===== src/rtl/dcache_direct_mapped.sv =====
// rtl/dcache_direct_mapped.sv - write-back, write-allocate direct-mapped data cache
//
// Purpose: sits between the CPU MEM stage and data_memory. Hits are served in the
// same cycle. A miss stalls the CPU, writes back a dirty victim block, and then
// fetches the 128-bit block over the data_memory block interface.
//
// Ports:
//   CLOCK, RESET_N        clock, asynchronous active-low reset
//   CPU_READ/CPU_WRITE    load/store request (a store wins if both are high)
//   CPU_ADDRESS           byte address: [3:2] word, [3+INDEX_W:4] index, [31:4+INDEX_W] tag
//   CPU_BYTE_EN           store byte mask
//   CPU_WRITE_DATA        store data
//   CPU_READ_DATA         load data (valid on a read hit, otherwise 0)
//   CPU_BUSYWAIT          CPU stall
//   MEM_READ_EN/WRITE_EN  registered block-transfer enables to data_memory
//   MEM_ADDRESS           28-bit block address
//   MEM_WRITE_DATA        victim block, word0 in [31:0]
//   MEM_READ_DATA         fetched block
//   MEM_BUSYWAIT          data_memory busy; an access completes on a posedge where it is low
module dcache_direct_mapped #(
  parameter int INDEX_W = 3
) (
  input  logic          CLOCK,
  input  logic          RESET_N,
  input  logic          CPU_READ,
  input  logic          CPU_WRITE,
  input  logic [31:0]   CPU_ADDRESS,
  input  logic [3:0]    CPU_BYTE_EN,
  input  logic [31:0]   CPU_WRITE_DATA,
  output logic [31:0]   CPU_READ_DATA,
  output logic          CPU_BUSYWAIT,
  output logic          MEM_READ_EN,
  output logic          MEM_WRITE_EN,
  output logic [27:0]   MEM_ADDRESS,
  output logic [127:0]  MEM_WRITE_DATA,
  input  logic [127:0]  MEM_READ_DATA,
  input  logic          MEM_BUSYWAIT
);

  localparam int NUM_LINES = 2 ** INDEX_W;
  localparam int TAG_W     = 28 - INDEX_W;

  typedef enum logic [1:0] {IDLE, WRITE_BACK, FETCH, UPDATE} state_e;

  state_e               state_q;
  logic [NUM_LINES-1:0] valid_q;
  logic [NUM_LINES-1:0] dirty_q;
  logic [TAG_W-1:0]     tag_q  [NUM_LINES];
  logic [127:0]         data_q [NUM_LINES];

  logic                 mem_read_en_q;
  logic                 mem_write_en_q;
  logic [27:0]          mem_address_q;
  logic [127:0]         mem_write_data_q;
  logic [127:0]         fill_q;
  // The missing line is captured so a dropped request still fills the right line.
  logic [INDEX_W-1:0]   miss_idx_q;
  logic [TAG_W-1:0]     miss_tag_q;

  logic [INDEX_W-1:0]   idx;
  logic [TAG_W-1:0]     tag;
  logic [1:0]           word;
  logic                 hit;
  logic                 idle_hit;
  logic                 req;
  logic [127:0]         line;
  logic [31:0]          word_d;
  logic [127:0]         line_d;

  assign idx      = CPU_ADDRESS[3+INDEX_W:4];
  assign tag      = CPU_ADDRESS[31:4+INDEX_W];
  assign word     = CPU_ADDRESS[3:2];
  assign line     = data_q[idx];
  assign hit      = valid_q[idx] && (tag_q[idx] == tag);
  assign req      = CPU_READ | CPU_WRITE;
  assign idle_hit = (state_q == IDLE) && hit;

  assign CPU_BUSYWAIT  = req && !idle_hit;
  assign CPU_READ_DATA = (CPU_READ && idle_hit) ? line[{word, 5'b0} +: 32] : 32'h0;

  assign MEM_READ_EN    = mem_read_en_q;
  assign MEM_WRITE_EN   = mem_write_en_q;
  assign MEM_ADDRESS    = mem_address_q;
  assign MEM_WRITE_DATA = mem_write_data_q;

  // Byte-merge the store into the addressed word of the current line.
  always_comb begin
    word_d = line[{word, 5'b0} +: 32];
    for (int b = 0; b < 4; b++) begin
      if (CPU_BYTE_EN[b]) word_d[8*b +: 8] = CPU_WRITE_DATA[8*b +: 8];
    end
    line_d = line;
    line_d[{word, 5'b0} +: 32] = word_d;
  end

  always_ff @(posedge CLOCK or negedge RESET_N) begin
    if (!RESET_N) begin
      state_q          <= IDLE;
      valid_q          <= '0;
      dirty_q          <= '0;
      mem_read_en_q    <= 1'b0;
      mem_write_en_q   <= 1'b0;
      mem_address_q    <= '0;
      mem_write_data_q <= '0;
      fill_q           <= '0;
      miss_idx_q       <= '0;
      miss_tag_q       <= '0;
    end else begin
      case (state_q)
        IDLE: begin
          if (CPU_WRITE && hit) begin
            dirty_q[idx] <= 1'b1;
          end else if (req && !hit) begin
            miss_idx_q <= idx;
            miss_tag_q <= tag;
            if (valid_q[idx] && dirty_q[idx]) begin
              state_q          <= WRITE_BACK;
              mem_write_en_q   <= 1'b1;
              mem_address_q    <= {tag_q[idx], idx};
              mem_write_data_q <= line;
            end else begin
              state_q       <= FETCH;
              mem_read_en_q <= 1'b1;
              mem_address_q <= CPU_ADDRESS[31:4];
            end
          end
        end
        WRITE_BACK: begin
          if (!MEM_BUSYWAIT) begin
            state_q        <= FETCH;
            mem_write_en_q <= 1'b0;
            mem_read_en_q  <= 1'b1;
            mem_address_q  <= {miss_tag_q, miss_idx_q};
          end
        end
        FETCH: begin
          if (!MEM_BUSYWAIT) begin
            state_q       <= UPDATE;
            mem_read_en_q <= 1'b0;
            fill_q        <= MEM_READ_DATA;
          end
        end
        UPDATE: begin
          state_q             <= IDLE;
          valid_q[miss_idx_q] <= 1'b1;
          dirty_q[miss_idx_q] <= 1'b0;
        end
        default: state_q <= IDLE;
      endcase
    end
  end

  // Tag and data arrays are plain storage and are not cleared by reset.
  always_ff @(posedge CLOCK) begin
    if (state_q == IDLE && CPU_WRITE && hit) begin
      data_q[idx] <= line_d;
    end else if (state_q == UPDATE) begin
      data_q[miss_idx_q] <= fill_q;
      tag_q[miss_idx_q]  <= miss_tag_q;
    end
  end

endmodule


===== config.mk =====
export PLATFORM = sky130hd
export DESIGN_NAME = dcache_direct_mapped
export DESIGN_NICKNAME = d
export VERILOG_FILES = /design/src/rtl/dcache_direct_mapped.sv
export SDC_FILE = /design/constraint.sdc
export NUM_CORES = 2
export LEC_CHECK = 0
export ABC_AREA = 1
export BUFFER_PORTS_ARGS = -buffer_cell sky130_fd_sc_hd__buf_2
export CAP_MARGIN = 25
export CELL_PAD_IN_SITES_DETAIL_PLACEMENT = 2
export CELL_PAD_IN_SITES_GLOBAL_PLACEMENT = 2
export CORE_UTILIZATION = 32
export DETAILED_ROUTE_END_ITERATION = 10
export GPL_ROUTABILITY_DRIVEN = 0
export PLACE_DENSITY_LB_ADDON = 0.08
export SETUP_SLACK_MARGIN = 0.1
export SLEW_MARGIN = 25
export SYNTH_ARGS = -nofsm -noshare
export SYNTH_HDL_FRONTEND = slang
export SYNTH_SLANG_ARGS = --single-unit

===== constraint.sdc =====
create_clock -name CLOCK -period 32 [get_ports CLOCK]
set_input_delay 4.8 -clock CLOCK [delete_from_list [all_inputs] [get_ports CLOCK]]
set_output_delay 4.8 -clock CLOCK [all_outputs]
set_load 0.05 [all_outputs]

=== Yosys cells after proc, flatten, opt, wreduce, memory -nomap -nowiden ===
Memory sizes are Yosys's and may differ from the RTL's.
Cells that the tools add are included.

* $lt $le $gt $ge: 4
* Eq/ne operators: 11
* Reduce and logical (&&, ||, !) cells: 26
* Shifts and indexed selects: 3
* Bitwise logic cells: 7
* Add/subtract/negate cells: 1
* Muxes and demuxes: 45

{| class="wikitable"
|+ Operators with widths
! operator !! count
|-
| 128-bit bitwise mux || 1
|-
| 128-bit 2-to-1 mux || 1
|-
| 128-bit OR reduction || 1
|-
| 32-bit by 9-bit variable shift with 128-bit output, first input constant || 1
|-
| 128-bit by 8-bit variable part select with 32-bit output || 1
|-
| 32-bit by 9-bit variable part select with 128-bit output || 1
|-
| 28-bit 2-to-1 mux || 4
|-
| 28-bit case mux with 2 select lines || 1
|-
| 8-bit 2-to-1 mux || 5
|-
| 32-bit 2-to-1 mux || 1
|-
| 25-bit == test || 1
|-
| 1-bit 2-to-1 mux || 18
|-
| 8-bit bitwise OR || 2
|-
| 8-bit case mux with 2 select lines || 1
|-
| 2-bit != test, second input constant || 7
|-
| 4-bit AND reduction || 3
|-
| 1-bit logical AND || 11
|-
| 2-bit 2-to-1 mux || 5
|-
| 7-bit negator with 9-bit output || 1
|-
| 8-bit bitwise AND || 1
|-
| 3-bit by 4-bit < comparator with 1-bit output, second input constant || 2
|-
| 8-bit NOT || 1
|-
| 2-bit case mux with 4 select lines || 1
|-
| 1-bit binary-select mux with 3-bit select || 2
|-
| 17 further kinds || 24
|}

* Output and inout port bits: 191
* Memory bits (writable): 1224
* Memories: 2
* Bits in registers: 332
* Input port bits: 201
* Word-level logic and storage cells: 109

{| class="wikitable"
|+ Memories
! memory !! words !! width !! read ports !! clocked after Yosys merged registers in !! wr ports !! line !! RTL
|-
| data_q || 8 || 128 || 1 || 0 || 1 || 49 || <nowiki>logic [127:0] data_q [NUM_LINES];</nowiki>
|-
| tag_q || 8 || 25 || 1 || 0 || 1 || 48 || <nowiki>logic [TAG_W-1:0] tag_q [NUM_LINES];</nowiki>
|}

=== Longest topological paths before layout ===
* Depth after elaboration: 8
* Gate-level depth with buffers: 21
* Gate-level depth less buffers: 18

=== Worst setup path after synthesis ===
No wires, ideal clock.

* Path type: in2reg
* Start point: input CPU_ADDRESS[4]
* End point: memory data_q[6][0], enable pin
* Cell stages on the path: 11
* Buffers on the path: 6
* Data required time: 31196 ps
* Slack: 15552 ps
* Library setup time: 804 ps
* Arrival: 15644 ps
* Cell sequence: buf_2 inv_2 buf_4 buf_2 buf_2 buf_2 clkbuf_1 nand2_1 nand2_1 inv_1 a211oi_1

* Word-level cells in the longest chain between the ends: 8
* Elaborated cells between the ends (all ways): 13
* Those cells by class: eq/ne (1); mux (8); reduce/logical (3); memory (1)

{| class="wikitable"
|+ Ends and longest elaborated chain
! what !! line !! RTL
|-
| start: declaration || 27 || <nowiki>input logic [31:0] CPU_ADDRESS,</nowiki>
|-
| memory read 8 x 25 bit or 1-bit binary-select mux with 3-bit select (tied branches) || -- ||
|-
| 25-bit == test or 1-bit 2-to-1 mux (tied branches) || 74 || <nowiki>assign hit = valid_q[idx] && (tag_q[idx] == tag);</nowiki>
|-
| 1-bit logical AND || 74 ||
|-
| 1-bit logical AND || 155 || <nowiki>if (state_q == IDLE && CPU_WRITE && hit) begin</nowiki>
|-
| 1-bit 2-to-1 mux || 155 ||
|-
| 1-bit 2-to-1 mux (not written as such) || 158 || <nowiki>data_q[miss_idx_q] <= fill_q;</nowiki>
|-
| 128-bit OR reduction (no source line) || -- ||
|-
| 3-bit 2-to-1 mux (no source line) or 1-bit 2-to-1 mux (tied branches) || -- ||
|-
| end: declaration || 49 ||
|}

Several ways; a longest one is shown, not always the timed one. The select of a mux whose other input is x is not followed.

=== Final worst setup path ===
* Start point: input CPU_ADDRESS[4]
* End point: output CPU_READ_DATA[18]

* Word-level cells in the longest chain between the ends: 6
* Elaborated cells between the ends (all ways): 10
* Those cells by class: eq/ne (1); shift (1); mux (3); reduce/logical (3); memory (2)

{| class="wikitable"
|+ Ends and longest elaborated chain
! what !! line !! RTL
|-
| parallel branches: the longest is 5 deep, another holds memory read 8 x 128 bit || -- ||
|-
| 32-bit 2-to-1 mux * || 79 || <nowiki>assign CPU_READ_DATA = (CPU_READ && idle_hit) ? line[{word, 5'b0} +: 32] : 32'h0;</nowiki>
|-
| end: declaration || 30 || <nowiki>output logic [31:0] CPU_READ_DATA,</nowiki>
|}

Every way passes the cells marked *. The select of a mux whose other input is x is not followed.

==> impl_metrics.csv <==
group,metric,value,unit
critical_path,cp_slowest_stage_delay,640,ps
pwr,pwr-share-seq,0.439,
pwr,cellLeakagePower,29.5,nW
final_layout,fill_cells,21400,
global_routing,first_global_vias,52300,
detailed_routing,drc,0,
sta,drv_slew,0,
sta,clock.fmax,0.0682,GHz
hold_path,whs_endpoint,"valid_q[0]",
yosys,synth_cell_type_count,33,
critical_path,r2r_cells,14,
detailed_routing,routed_wl,267000,microns
yosys,ys_seq_area_frac,0.686,
cts,clock_sinks,1556,
critical_path,worstSetupStartpointType,"input pin",
sta,min_period,14670,ps
critical_path,required,27200,ps
final_layout,multi_input_area,18100,sq um
yosys,synth-main-ff-cell,"edfxtp_1",
yosys,synth_area_leaders,"edfxtp_1, dfrtp_1, nand2_1",
pwr,switching_share,0.352,
yosys,synth_warnings,0,
pwr,irDropWorstVdd,0.0539,mV
hold_path,hp-start,"valid_q[0]",
placement,dp_hpwl,161000,microns
sta,setup_violations,0,
final_layout,stdcell_count,9287,
flow_run,timing.max_cap.violations,0,
global_routing,grt_pass1_wl,382000,microns
final_layout,area_growth,16.5,%
sta,holdWs,459,ps
cts,cts_buffers,182,
die,num_io_pins,392,
pwr,power.density,85.2,nW/um^2
cts,clk_path_buf_depth,3,
sta,grt_setup_unrepaired,"false",
sta,fin_crit_sh,0.458,
die,rows,165,
critical_path,critPathSlowestCell,"clkinv_8",
cts,htreeDepth,4,
critical_path,critPathCaptureType,"output port",
cts,cts_tree,"built",
cts,post_cts_resized,0,
sta,hold_viol_final,0,
final_layout,final_util,0.377,
die,core_area,203000,sq um
detailed_routing,vias,48500,
global_routing,antenna_found_initial,5,
cts,root_buffer,"clkbuf_16",
sta,setup_ws,17330,ps
detailed_routing,antenna_left,0,
critical_path,r2r_setup_slack,26360,ps
sta,clock-skew-final,36.5,ps
hold_path,hold_path_depth,2,
yosys,synthCells,6146,
yosys,yosysTopAreaCell,"edfxtp_1",
pwr,p_int,4.22,mW
placement,post_dp_cell_area,70500,sq um
die,initial_utilization,0.324,
final_layout,final_layout_size_suffix_gt1_frac,0.143,
cts,cts_setup_buffers,0,
global_routing,grt.overflow.total,0,
yosys,ys_seq_elements,1556,
sta,slew_headroom,0.267,
hold_path,holdCritPathClass,"reg2reg",
final_layout,fin_area,76500,sq um
placement,placed_cells,8938,
yosys,synth_area,65700,sq um
placement,dp_slack,17040,ps
yosys,synth_top_area_share,0.560,
run_status,status,"complete, no violations",
yosys,yosysMostFrequentCell,"nand2_1",
detailed_routing,viasPerCell,5.23,
pwr,net-switching-power,2.29,mW
final_layout,final-seq-area,45100,sq um
critical_path,timing.rr.start,"tag_q[7][8]",
die,dieWidth,455,microns
die,dieArea,207000,sq um
placement,io_buffers,389,
final_layout,fin_nets,6660,
global_routing,grt_max_degree,162,
detailed_routing,first_iter_violations,2902,
pwr,clock_power_share,0.322,
sta,fin_tns_setup,0,ps
yosys,syn-num-nets,6356,
critical_path,r2r_end,"data_q[0][6]",
critical_path,cp_cell_sequence,"buf_8 > clkinv_8 > buf_4 > nand2_1 > nand3_1 > nand2_1 > nor2_1 > nand2_1 > nand2_1 > nor2_1 > nand3_1 > nor2_2 > nand4_1 > buf_4 > nor2_1 > buf_2",
cts,insertion_delay,840,ps
critical_path,cpMostUsedCell,"nand2_1",
yosys,syn_area_per_cell,10.7,sq um
pwr,combPwrFrac,0.239,
die,die_y,455,microns
critical_path,crit_arrival,9870,ps
pwr,finalPower,6.52,mW
cts,cts_hold_buf,0,
critical_path,worstSetupPathType,"in2out",
sta,tightest_slew,1100,ps
detailed_routing,drtPass1Iterations,5,
global_routing,track_usage,0.258,
yosys,synthArstFlopShare,0.213,
detailed_routing,wire_per_inst,28.8,microns
yosys,synth_edf_count,1224,
cts,cts.clk_slew.worst_paths,60,ps
critical_path,cp_max_fo,157,
yosys,netlist_top_cells_count,"nand2_1, edfxtp_1, nor2_1",
-- final cells by class --
cell class	count	area share
sequential	1556	0.589
multi-input combinational	3915	0.236
clock buffer	263	0.0681
tap	2672	0.0437
timing repair buffer	484	0.0366
inverter	311	0.0157
clock inverter	80	0.0103
antenna	6	0.000196
-- layout by cell type (no fill, tap or decap), drive strengths merged --
master,synthesis,final
diode,0,6
bufinv,0,11
nand4,97,97
nand3b,8,8
clkinvlp,0,3
nand3,226,226
a211oi,8,8
dfrtp,332,332
or2,21,21
nor3,1,1
mux2,128,128
o21bai,7,7
o21ai,753,753
xor2,1,1
inv,307,309
nor2,988,988
clkbuf,217,263
o211ai,38,38
buf,147,484
edfxtp,1224,1224
nor4,1,1
a21oi,267,267
clkinv,4,68
nand2,1361,1361
o22ai,1,1
ha,9,9
-- how the worst max path moves through the flow --
| stage | endpoint | slack [ps] | startpoint |
|---|---|---|---|
| 6_report | CPU_READ_DATA[18] | 17330 | CPU_ADDRESS[4] |
| 5_1_grt | CPU_READ_DATA[18] | 17060 | CPU_ADDRESS[4] |
| 3_5_place_dp | CPU_READ_DATA[1] | 17040 | CPU_ADDRESS[4] |
| 2_1_floorplan | data_q[6][0] | 15550 | CPU_ADDRESS[4] |
| 3_3_place_gp | CPU_READ_DATA[1] | 17070 | CPU_ADDRESS[4] |
| 4_1_cts | CPU_READ_DATA[1] | 17050 | CPU_ADDRESS[4] |
-- kinds of logic after synthesis --
family / Yosys count / synth area share
XOR/XNOR: 1 / 0.000133
buffers and inverters: 675 / 0.0416
adder cells (fa/ha/maj): 9 / 0.00171
flip-flops: 1556 / 0.686
multiplexers: 128 / 0.0219
AO/OA/AOI/OAI: 1074 / 0.0840
AND/OR/NAND/NOR: 2703 / 0.164
-- state kept, by name, summed over array words and instances (netlist names) --
name,cells
dirty_q,8
data_q,1024
miss_idx_q,3
valid_q,8
tag_q,200
miss_tag_q,25
state_q,2
MEM_ADDRESS,28
fill_q,128
MEM_WRITE_EN,1
MEM_WRITE_DATA,128
MEM_READ_EN,1
-- worst max-delay path: cells and delay by family --
| family | cells | cell delay, ps |
|---|---|---|
| and+or+nand+nor | 11 | 2300 |
| buffers and inverters | 5 | 2440 |
-- layer usage --
metal / share of wire / routed length, microns / GRT usage / vias up
met5: 0.000049 / 13 / 0 / -
met4: 0.042 / 11300 / 0.103 / 2
met3: 0.029 / 7830 / 0.0299 / 365
met2: 0.51 / 135000 / 0.455 / 836
met1: 0.42 / 113000 / 0.319 / 25700
li1: - / - / - / 21600
-- power groups by stage --
stage	Clock (mW)	Sequential, mW	Combinational (mW)
floorplan	0	3.18	0.641
global placement	0	2.89	1.54
detailed placement	0	2.90	1.58
CTS	2.14	2.86	1.58
global route	2.22	2.89	1.68
finish	2.10	2.86	1.56
No activity file was read; power rests on OpenSTA's default activity.
